### src/rtl/uart_tx_drain.sv
// Drain stage between the outbound FWFT byte FIFO and the UART transmitter.
// Optional XON/XOFF launch gating is compiled in when UART_TX_DRAIN_XONXOFF_EN is defined.
module uart_tx_drain #(
  parameter int GAP_CYCLES   = 4095,
  parameter int BUSY_TIMEOUT = 4,
  parameter int COUNT_WIDTH  = 16
) (
  input  logic                   clk,
  input  logic                   reset_n,
  input  logic                   enable,
  input  logic                   fifo_empty,
  input  logic [7:0]             fifo_data,
  output logic                   fifo_read,
  output logic [7:0]             tx_byte,
  output logic                   transmit,
  input  logic                   tx_busy,
`ifdef UART_TX_DRAIN_XONXOFF_EN
  input  logic                   rx_received,
  input  logic [7:0]             rx_byte,
`endif
  output logic                   idle,
  output logic [COUNT_WIDTH-1:0] sent_count
);

  // state    | meaning
  // IDLE     | waiting for enable, FIFO data and a quiet UART
  // WAITBUSY | strobe issued, waiting (bounded) for tx_busy to rise
  // WAITDONE | waiting for tx_busy to fall
  // GAP      | counting down the inter-byte gap
  typedef enum logic [1:0] {
    IDLE     = 2'd0,
    WAITBUSY = 2'd1,
    WAITDONE = 2'd2,
    GAP      = 2'd3
  } state_t;

  localparam int GW = (GAP_CYCLES > 1) ? $clog2(GAP_CYCLES) : 1;
  localparam int TW = (BUSY_TIMEOUT > 1) ? $clog2(BUSY_TIMEOUT) : 1;
  localparam logic [GW-1:0] GAP_LOAD = GW'((GAP_CYCLES > 0) ? GAP_CYCLES - 1 : 0);
  localparam logic [TW-1:0] TO_LOAD  = TW'((BUSY_TIMEOUT > 0) ? BUSY_TIMEOUT - 1 : 0);

  state_t                 state_q, state_d;
  logic [GW-1:0]          gap_q, gap_d;
  logic [TW-1:0]          to_q, to_d;
  logic [7:0]             tx_byte_d;
  logic [COUNT_WIDTH-1:0] sent_count_d;
  logic                   fifo_read_d;
  logic                   transmit_d;
  logic                   idle_d;
  logic                   paused;
  logic                   launch_ok;

`ifdef UART_TX_DRAIN_XONXOFF_EN
  logic paused_q;

  always_ff @(posedge clk or negedge reset_n) begin
    if (!reset_n) begin
      paused_q <= 1'b0;
    end else if (rx_received) begin
      if (rx_byte == 8'h13)
        paused_q <= 1'b1;
      else if (rx_byte == 8'h11)
        paused_q <= 1'b0;
    end
  end

  assign paused = paused_q;
`else
  assign paused = 1'b0;
`endif

  assign launch_ok = enable && !fifo_empty && !tx_busy && !paused;

  always_ff @(posedge clk or negedge reset_n) begin
    if (!reset_n) begin
      state_q    <= IDLE;
      gap_q      <= '0;
      to_q       <= '0;
      tx_byte    <= 8'h00;
      sent_count <= '0;
      fifo_read  <= 1'b0;
      transmit   <= 1'b0;
      idle       <= 1'b0;
    end else begin
      state_q    <= state_d;
      gap_q      <= gap_d;
      to_q       <= to_d;
      tx_byte    <= tx_byte_d;
      sent_count <= sent_count_d;
      fifo_read  <= fifo_read_d;
      transmit   <= transmit_d;
      idle       <= idle_d;
    end
  end

  always_comb begin
    state_d      = state_q;
    gap_d        = gap_q;
    to_d         = to_q;
    tx_byte_d    = tx_byte;
    sent_count_d = sent_count;
    fifo_read_d  = 1'b0;
    transmit_d   = 1'b0;
    idle_d       = (state_q == IDLE) && fifo_empty;

    case (state_q)
      IDLE: begin
        if (launch_ok) begin
          tx_byte_d    = fifo_data;
          fifo_read_d  = 1'b1;
          transmit_d   = 1'b1;
          sent_count_d = sent_count + COUNT_WIDTH'(1);
          to_d         = TO_LOAD;
          state_d      = WAITBUSY;
        end
      end
      // FIFO flags are ignored here so the post-pop update has settled by IDLE.
      WAITBUSY: begin
        if (tx_busy || to_q == '0)
          state_d = WAITDONE;
        else
          to_d = to_q - TW'(1);
      end
      WAITDONE: begin
        if (!tx_busy) begin
          if (GAP_CYCLES == 0) begin
            state_d = IDLE;
          end else begin
            gap_d   = GAP_LOAD;
            state_d = GAP;
          end
        end
      end
      GAP: begin
        if (gap_q == '0)
          state_d = IDLE;
        else
          gap_d = gap_q - GW'(1);
      end
      default: state_d = IDLE;
    endcase
  end

endmodule

### config.mk
export PLATFORM = sky130hd
export DESIGN_NAME = uart_tx_drain
export DESIGN_NICKNAME = d
export VERILOG_FILES = /design/src/rtl/uart_tx_drain.sv
export SDC_FILE = /design/constraint.sdc
export NUM_CORES = 1
export LEC_CHECK = 0
export BUFFER_PORTS_ARGS = -buffer_cell sky130_fd_sc_hd__buf_2
export CAP_MARGIN = 15
export CORE_MARGIN = 1.5
export CORE_UTILIZATION = 54
export CTS_CLUSTER_DIAMETER = 120
export CTS_CLUSTER_SIZE = 28
export DETAILED_ROUTE_END_ITERATION = 6
export PLACE_DENSITY = 0.78
export SLEW_MARGIN = 40
export SYNTH_ARGS = -nofsm -noshare
export SYNTH_HDL_FRONTEND = slang
export SYNTH_SLANG_ARGS = --single-unit
### constraint.sdc
create_clock -name clk -period 4.94 [get_ports clk]
set_input_delay 0.988 -clock clk [delete_from_list [all_inputs] [get_ports clk]]
set_output_delay 0.988 -clock clk [all_outputs]
set_load 0.02 [all_outputs]
==> metrics.yaml, run 1 <==
status: "completed"
tightestPinTransition_ns: 0.600
die_h_um: 66.2
dr.first_iter.drc_count: 55
stdcell_area_um2: 2520
cp-end-kind: "register"
syn_area_um2: 2160
final_antenna_net_count: 0
busiest_layer: "met2"
path_class: "in -> reg"
synth_edf_count: 0
worstSetupStartpointType: "primary input"
fin_ws_ns: 2.55
power.leakage_nw: 1.18
grt_use_met1_pct: 24.9
async_flop_share_pct: 100
track_usage_pct: 19.9
syn-instance-count: 197
ys_seq_elements: 42
post-route-min-period_ns: 2.39
crit_path_max_fanout: 13
drc_errors: 0
instances_no_fill: 286
synthFlopType: "dfrtp_1"
fin_crit_sh_pct: 48.5
synth_nets: 218
initial_core_util_pct: 57.7
critPathArrivalTime_ns: 2.61
powerDensity_nw_per_um2: 481
area_growth_pct: 16.9
clk_latency_ns: 0.29
layout_common_cells: "42 x dfrtp_1, 38 x buf_2, 16 x nand2_1"
fillers: 306
htree_num_levels: 2
drv_slew: 0
cts_tree: "done"
setup_viol: 0
diodes: 0
overflow: 0
final_common_cell: "dfrtp_1"
grt_first_pass_wirelength_mm: 6.68
dieWidth_um: 66.2
core_um2: 3740
rsz0062_at_grt: "no"
cts_hold_buffers: 0
timing.hold.ws_ns: 0.501
cts-root-buf: "clkbuf_8"
max_clock_freq_ghz: 0.418
final_util_pct: 67.4
fin_nets: 258
cts_buffers: 5
cts.sinks: 42
clockBufferDepth: 2
drt_first_pass_iters: 4
multi_input_area_um2: 1040
ys_warn_count: 0
grtUsageMet2_pct: 34.1
dpl.cell_count: 278
p_total_mw: 1.21
dieArea_um2: 4390
grt_max_degree: 43
port_buffers: 39
maxSlewHeadroom_pct: 59.6
ff2ff_setup_slack_ns: 2.67
post-cts-setup-buffers: 0
post_dp_cell_area_um2: 2390
clk_pin_slew_ns: 0.08
drive_above_1_share_pct: 28.2
ir_drop_uv: 318
fin_skew_ns: 0.00214
pin_count: 40
wirelength_mm: 3.86
yosysSeqAreaShare_pct: 48.7
cts-resized-gates: 0
tns_ns: 0
worstPathRequired_ns: 5.16
met3_usage_pct: 6.13
viasPerCell: 5.50
cap_violations: 0
grt_pass1_vias: 1550
vias: 1573
post_drt_wl_per_cell_um: 13.5
fp-row-count: 22
syn_avg_cell_area_um2: 11.0
synth_cell_type_count: 42
holdCritPathClass: "reg -> reg"
grt_antenna_before_repair: 0
gp_congestion: 0.759
dp_hpwl_mm: 2.76
final-seq-area_um2: 1050
final_hold_viol_count: 0
place_ws_ns: 2.22
==> cell type report <==
type | instances | share of cell area [%]
sequential | 42 | 41.6
multi-input combinational | 139 | 41.2
timing repair buffer | 39 | 7.83
clock buffer | 5 | 2.73
clock inverter | 3 | 2.73
tap | 48 | 2.38
inverter | 10 | 1.49
==> Yosys cell counts (2+ instances only) <==
library cell   n  area share (%)
o31ai_1        2            0.70
o21ai_0        2            0.46
or3_1          2            0.58
nand2_1       16             2.8
or2_2          2            0.58
mux2_2        11             5.7
o211ai_1       2            0.70
o22ai_1        2            0.58
mux2i_1        6             2.8
a211o_1        3             1.2
nand3_1        8             1.9
and3_1         2            0.58
nor4_1         2            0.58
nor2b_1        7             2.0
nand4_1        6             1.7
or4_1          2            0.70
dfrtp_1       42              49
and2_1         5             1.4
ha_1           8             4.6
xor2_1         6             2.4
buf_2          4            0.93
nor3_1         4            0.93
nor2_1        14             2.4
inv_1         10             1.7
a211oi_1       4             1.4
xnor2_1        9             3.7
==> layer usage <==
layer  wire, um  vias up
met2       1880       27
met3        128        0
met4          0        0
met1       1850      770
met5          0        -
li1           -      776
==> power breakdown <==
group | internal (mW) | switching, mW
Sequential | 0.424 | 0.0540
Clock | 0.202 | 0.120
Combinational | 0.183 | 0.231
Total | 0.809 | 0.404
==> kinds of logic after synthesis <==
family,Yosys count,synth area share (%)
multiplexers,17,8.52
flip-flops,42,48.7
AND/OR/NAND/NOR,79,21.1
XOR/XNOR,15,6.08
adder cells (fa/ha/maj),8,4.64
buffers and inverters,16,3.19
AO/OA/AOI/OAI,20,7.82
==> state kept, by name, summed over array words and instances, names as in the netlist <==
| signal | cells |
|---|---|
| idle | 1 |
| gap_q | 12 |
| transmit | 1 |
| sent_count | 16 |
| tx_byte | 8 |
| state_q | 2 |
| to_q | 2 |
==> worst max-delay path, stage by stage <==
cell and delay (ns):
buf_2 0.14, nand4bb_1 0.32, inv_1 0.41, nand4_1 0.29, nor3_1 0.29, xor2_1 0.17
==> final timing paths <==
check / start / to / cells past startpoint
min in group asynchronous: reset_n / sent_count[6] / 1
max in group asynchronous: reset_n / gap_q[4] / 1
setup reg to reg: state_q[0] / sent_count[12] / 7
hold / removal: sent_count[15] / sent_count[15] / 1
hold reg to reg: sent_count[15] / sent_count[15] / 1
setup / recovery: tx_busy / sent_count[12] / 6
No activity file was read; power rests on OpenSTA's default activity.
==> inputs of run 2 (changes only) <==
- clock period: 4.94 -> 2.5 ns (I/O delays scaled with it)
==> run 2 against run 1 <==
Compared with the run above: worst hold slack lost 0.40 ns; cell count grew 0.70%; cell area shrank 1.5%; largest cell class unchanged.
==> metrics.yaml, run 2 (synthesis gave the netlist of run 1 again) <==
post-route-min-period_ns: 2.08
cts_hold_buffers: 0  # unchanged
cpPeakStageDelay_ns: 0.57  # +0.16 ns
maxSlewHeadroom_pct: 64.4  # +4.8 points
reg2reg_from: "state_q[0]"
viasPerCell: 5.49  # -0.25%
area_growth_pct: 15.1
layout_common_cells: "42 x dfrtp_1, 39 x buf_2, 16 x nand2_1"
cts-root-buf: "clkbuf_8"
critPathArrivalTime_ns: 2.26  # -0.35 ns
cp_slowest_cell: "nor4_1"
fin_ws_ns: 0.421  # -2.13 ns
final_common_cell: "dfrtp_1"
reg2reg_depth: 6  # -1
status: "completed"
gp_congestion: 0.767  # +1.1%
fin_crit_sh_pct: 83.2
initial_core_util_pct: 57.7  # unchanged
rsz0062_at_grt: "no"
wirelength_mm: 4.02  # +4.2%
ff2ff_setup_slack_ns: 0.42  # -2.25 ns
dr.first_iter.drc_count: 77  # +40%
post-cts-setup-buffers: 0  # unchanged
pin_count: 40  # unchanged
drive_above_1_share_pct: 28.3  # +0.18 points
r2r_end: "sent_count[15]"
largestRegisters: "sent_count: 16 flops, gap_q: 12 flops, tx_byte: 8 flops"
die_h_um: 66.2  # unchanged
worstPathRequired_ns: 2.69  # -2.47 ns
cp-end-kind: "register"
diodes: 0  # unchanged
grt_max_degree: 26  # -40%
dieWidth_um: 66.2  # unchanged
final_hold_viol_count: 0  # unchanged
largest_reg_flops: 16  # unchanged
clockBufferDepth: 2  # unchanged
powerDensity_nw_per_um2: 885  # +84%
fillers: 296  # -3.3%
max_clock_freq_ghz: 0.481
vias: 1580  # +0.45%
dieArea_um2: 4390  # unchanged
holdCritPathClass: "in -> async"
instances_no_fill: 288  # +0.70%
cts_tree: "done"
largest_register: "sent_count"
setup_viol: 0  # unchanged
cap_violations: 0  # unchanged
drc_errors: 0  # unchanged
clk_latency_ns: 0.30  # about the same
tightestPinTransition_ns: 0.529  # -0.0707 ns
dpl.cell_count: 280  # +0.72%
core_um2: 3740  # unchanged
cts_buffers: 5  # unchanged
crit_path_max_fanout: 6  # -7
cts.sinks: 42  # unchanged
drv_slew: 0  # unchanged
path_class: "reg -> reg"
grt_pass1_vias: 1505  # -2.9%
worstSetupStartpointType: "register"
power.leakage_nw: 1.17  # -1.2%
clk_pin_slew_ns: 0.08  # about the same
final_antenna_net_count: 0  # unchanged
grt_first_pass_wirelength_mm: 6.69  # +0.10%
timing.hold.ws_ns: 0.104  # -0.397 ns
tns_ns: 0  # unchanged
track_usage_pct: 20.6  # +0.69 points
ir_drop_uv: 593  # +86%
crit_buf_inv: 1  # -1
post_drt_wl_per_cell_um: 14.0  # +3.5%
dp_hpwl_mm: 3.00  # +9.0%
grt_antenna_before_repair: 0  # unchanged
crit_family: "simple AND/OR/NAND/NOR gates"
fin_skew_ns: 0.00877  # +0.00663 ns
place_ws_ns: 0.430  # -1.79 ns
fin_nets: 260  # +0.78%
htree_num_levels: 2  # unchanged
worstPathCellList: "inv_1, ha_1, nand4bb_1, nor4_1, nand3_1, xnor2_1"
fp-row-count: 22  # unchanged
overflow: 0  # unchanged
cts-resized-gates: 0  # unchanged
port_buffers: 39  # unchanged
drt_first_pass_iters: 4  # unchanged
## run 2: worst reg2reg max path: cells and delay by family (launching register included)
| family | cells | cell delay [ns] |
|---|---|---|
| XOR/XNOR | 1 | 0.15 |
| adder cells (fa/ha/maj) | 1 | 0.27 |
| buffers and inverters | 1 | 0.11 |
| flip-flops | 1 | 0.41 |
| AND/OR/NAND/NOR | 3 | 1.02 |
## run 2: per-layer routing
layer | up-vias | global-route usage [%] | part of all wire, %
met1 | 767 | 25.5 | 46
met5 | - | 0 | 0
met4 | 0 | 9.95 | 2.1
li1 | 776 | - | -
met2 | 29 | 34.3 | 48
met3 | 8 | 4.09 | 3.5
## run 2: worst max path at each step
stage | startpoint | endpoint | cells past startpoint
3_3_place_gp | state_q[0] | sent_count[13] | 6
5_1_grt | state_q[0] | sent_count[15] | 6
4_1_cts | state_q[0] | sent_count[15] | 6
3_5_place_dp | state_q[0] | sent_count[15] | 6
2_1_floorplan | state_q[0] | sent_count[13] | 6
6_report | state_q[0] | sent_count[15] | 6
## run 2: final cells by class
type                            instances  area, um2  share of cell area, %
Multi-Input combinational cell        139       1040                   41.8
Clock buffer                            6       72.6                   2.92
Clock inverter                          2       13.8                  0.554
Tap cell                               48       60.1                   2.42
Timing Repair Buffer                   41        210                   8.46
Inverter                               10       37.5                   1.51
Sequential cell                        42       1050                   42.3
## run 2: power by group
part	internal, mW	total (mW)	switching (mW)	leakage (nW)
clock	0.197	0.434	0.237	0.0452
sequential	0.838	0.946	0.108	0.495
combinational	0.362	0.820	0.458	0.626
## run 2: through the flow
step,instance area (um2),total power [mW],util [%]
finish,2480,2.20,66.4
global route,2480,2.36,66.4
CTS,2480,2.21,66.4
detailed placement,2400,1.79,64.1
global placement,2400,1.75,64.1
floorplan,2160,1.55,-
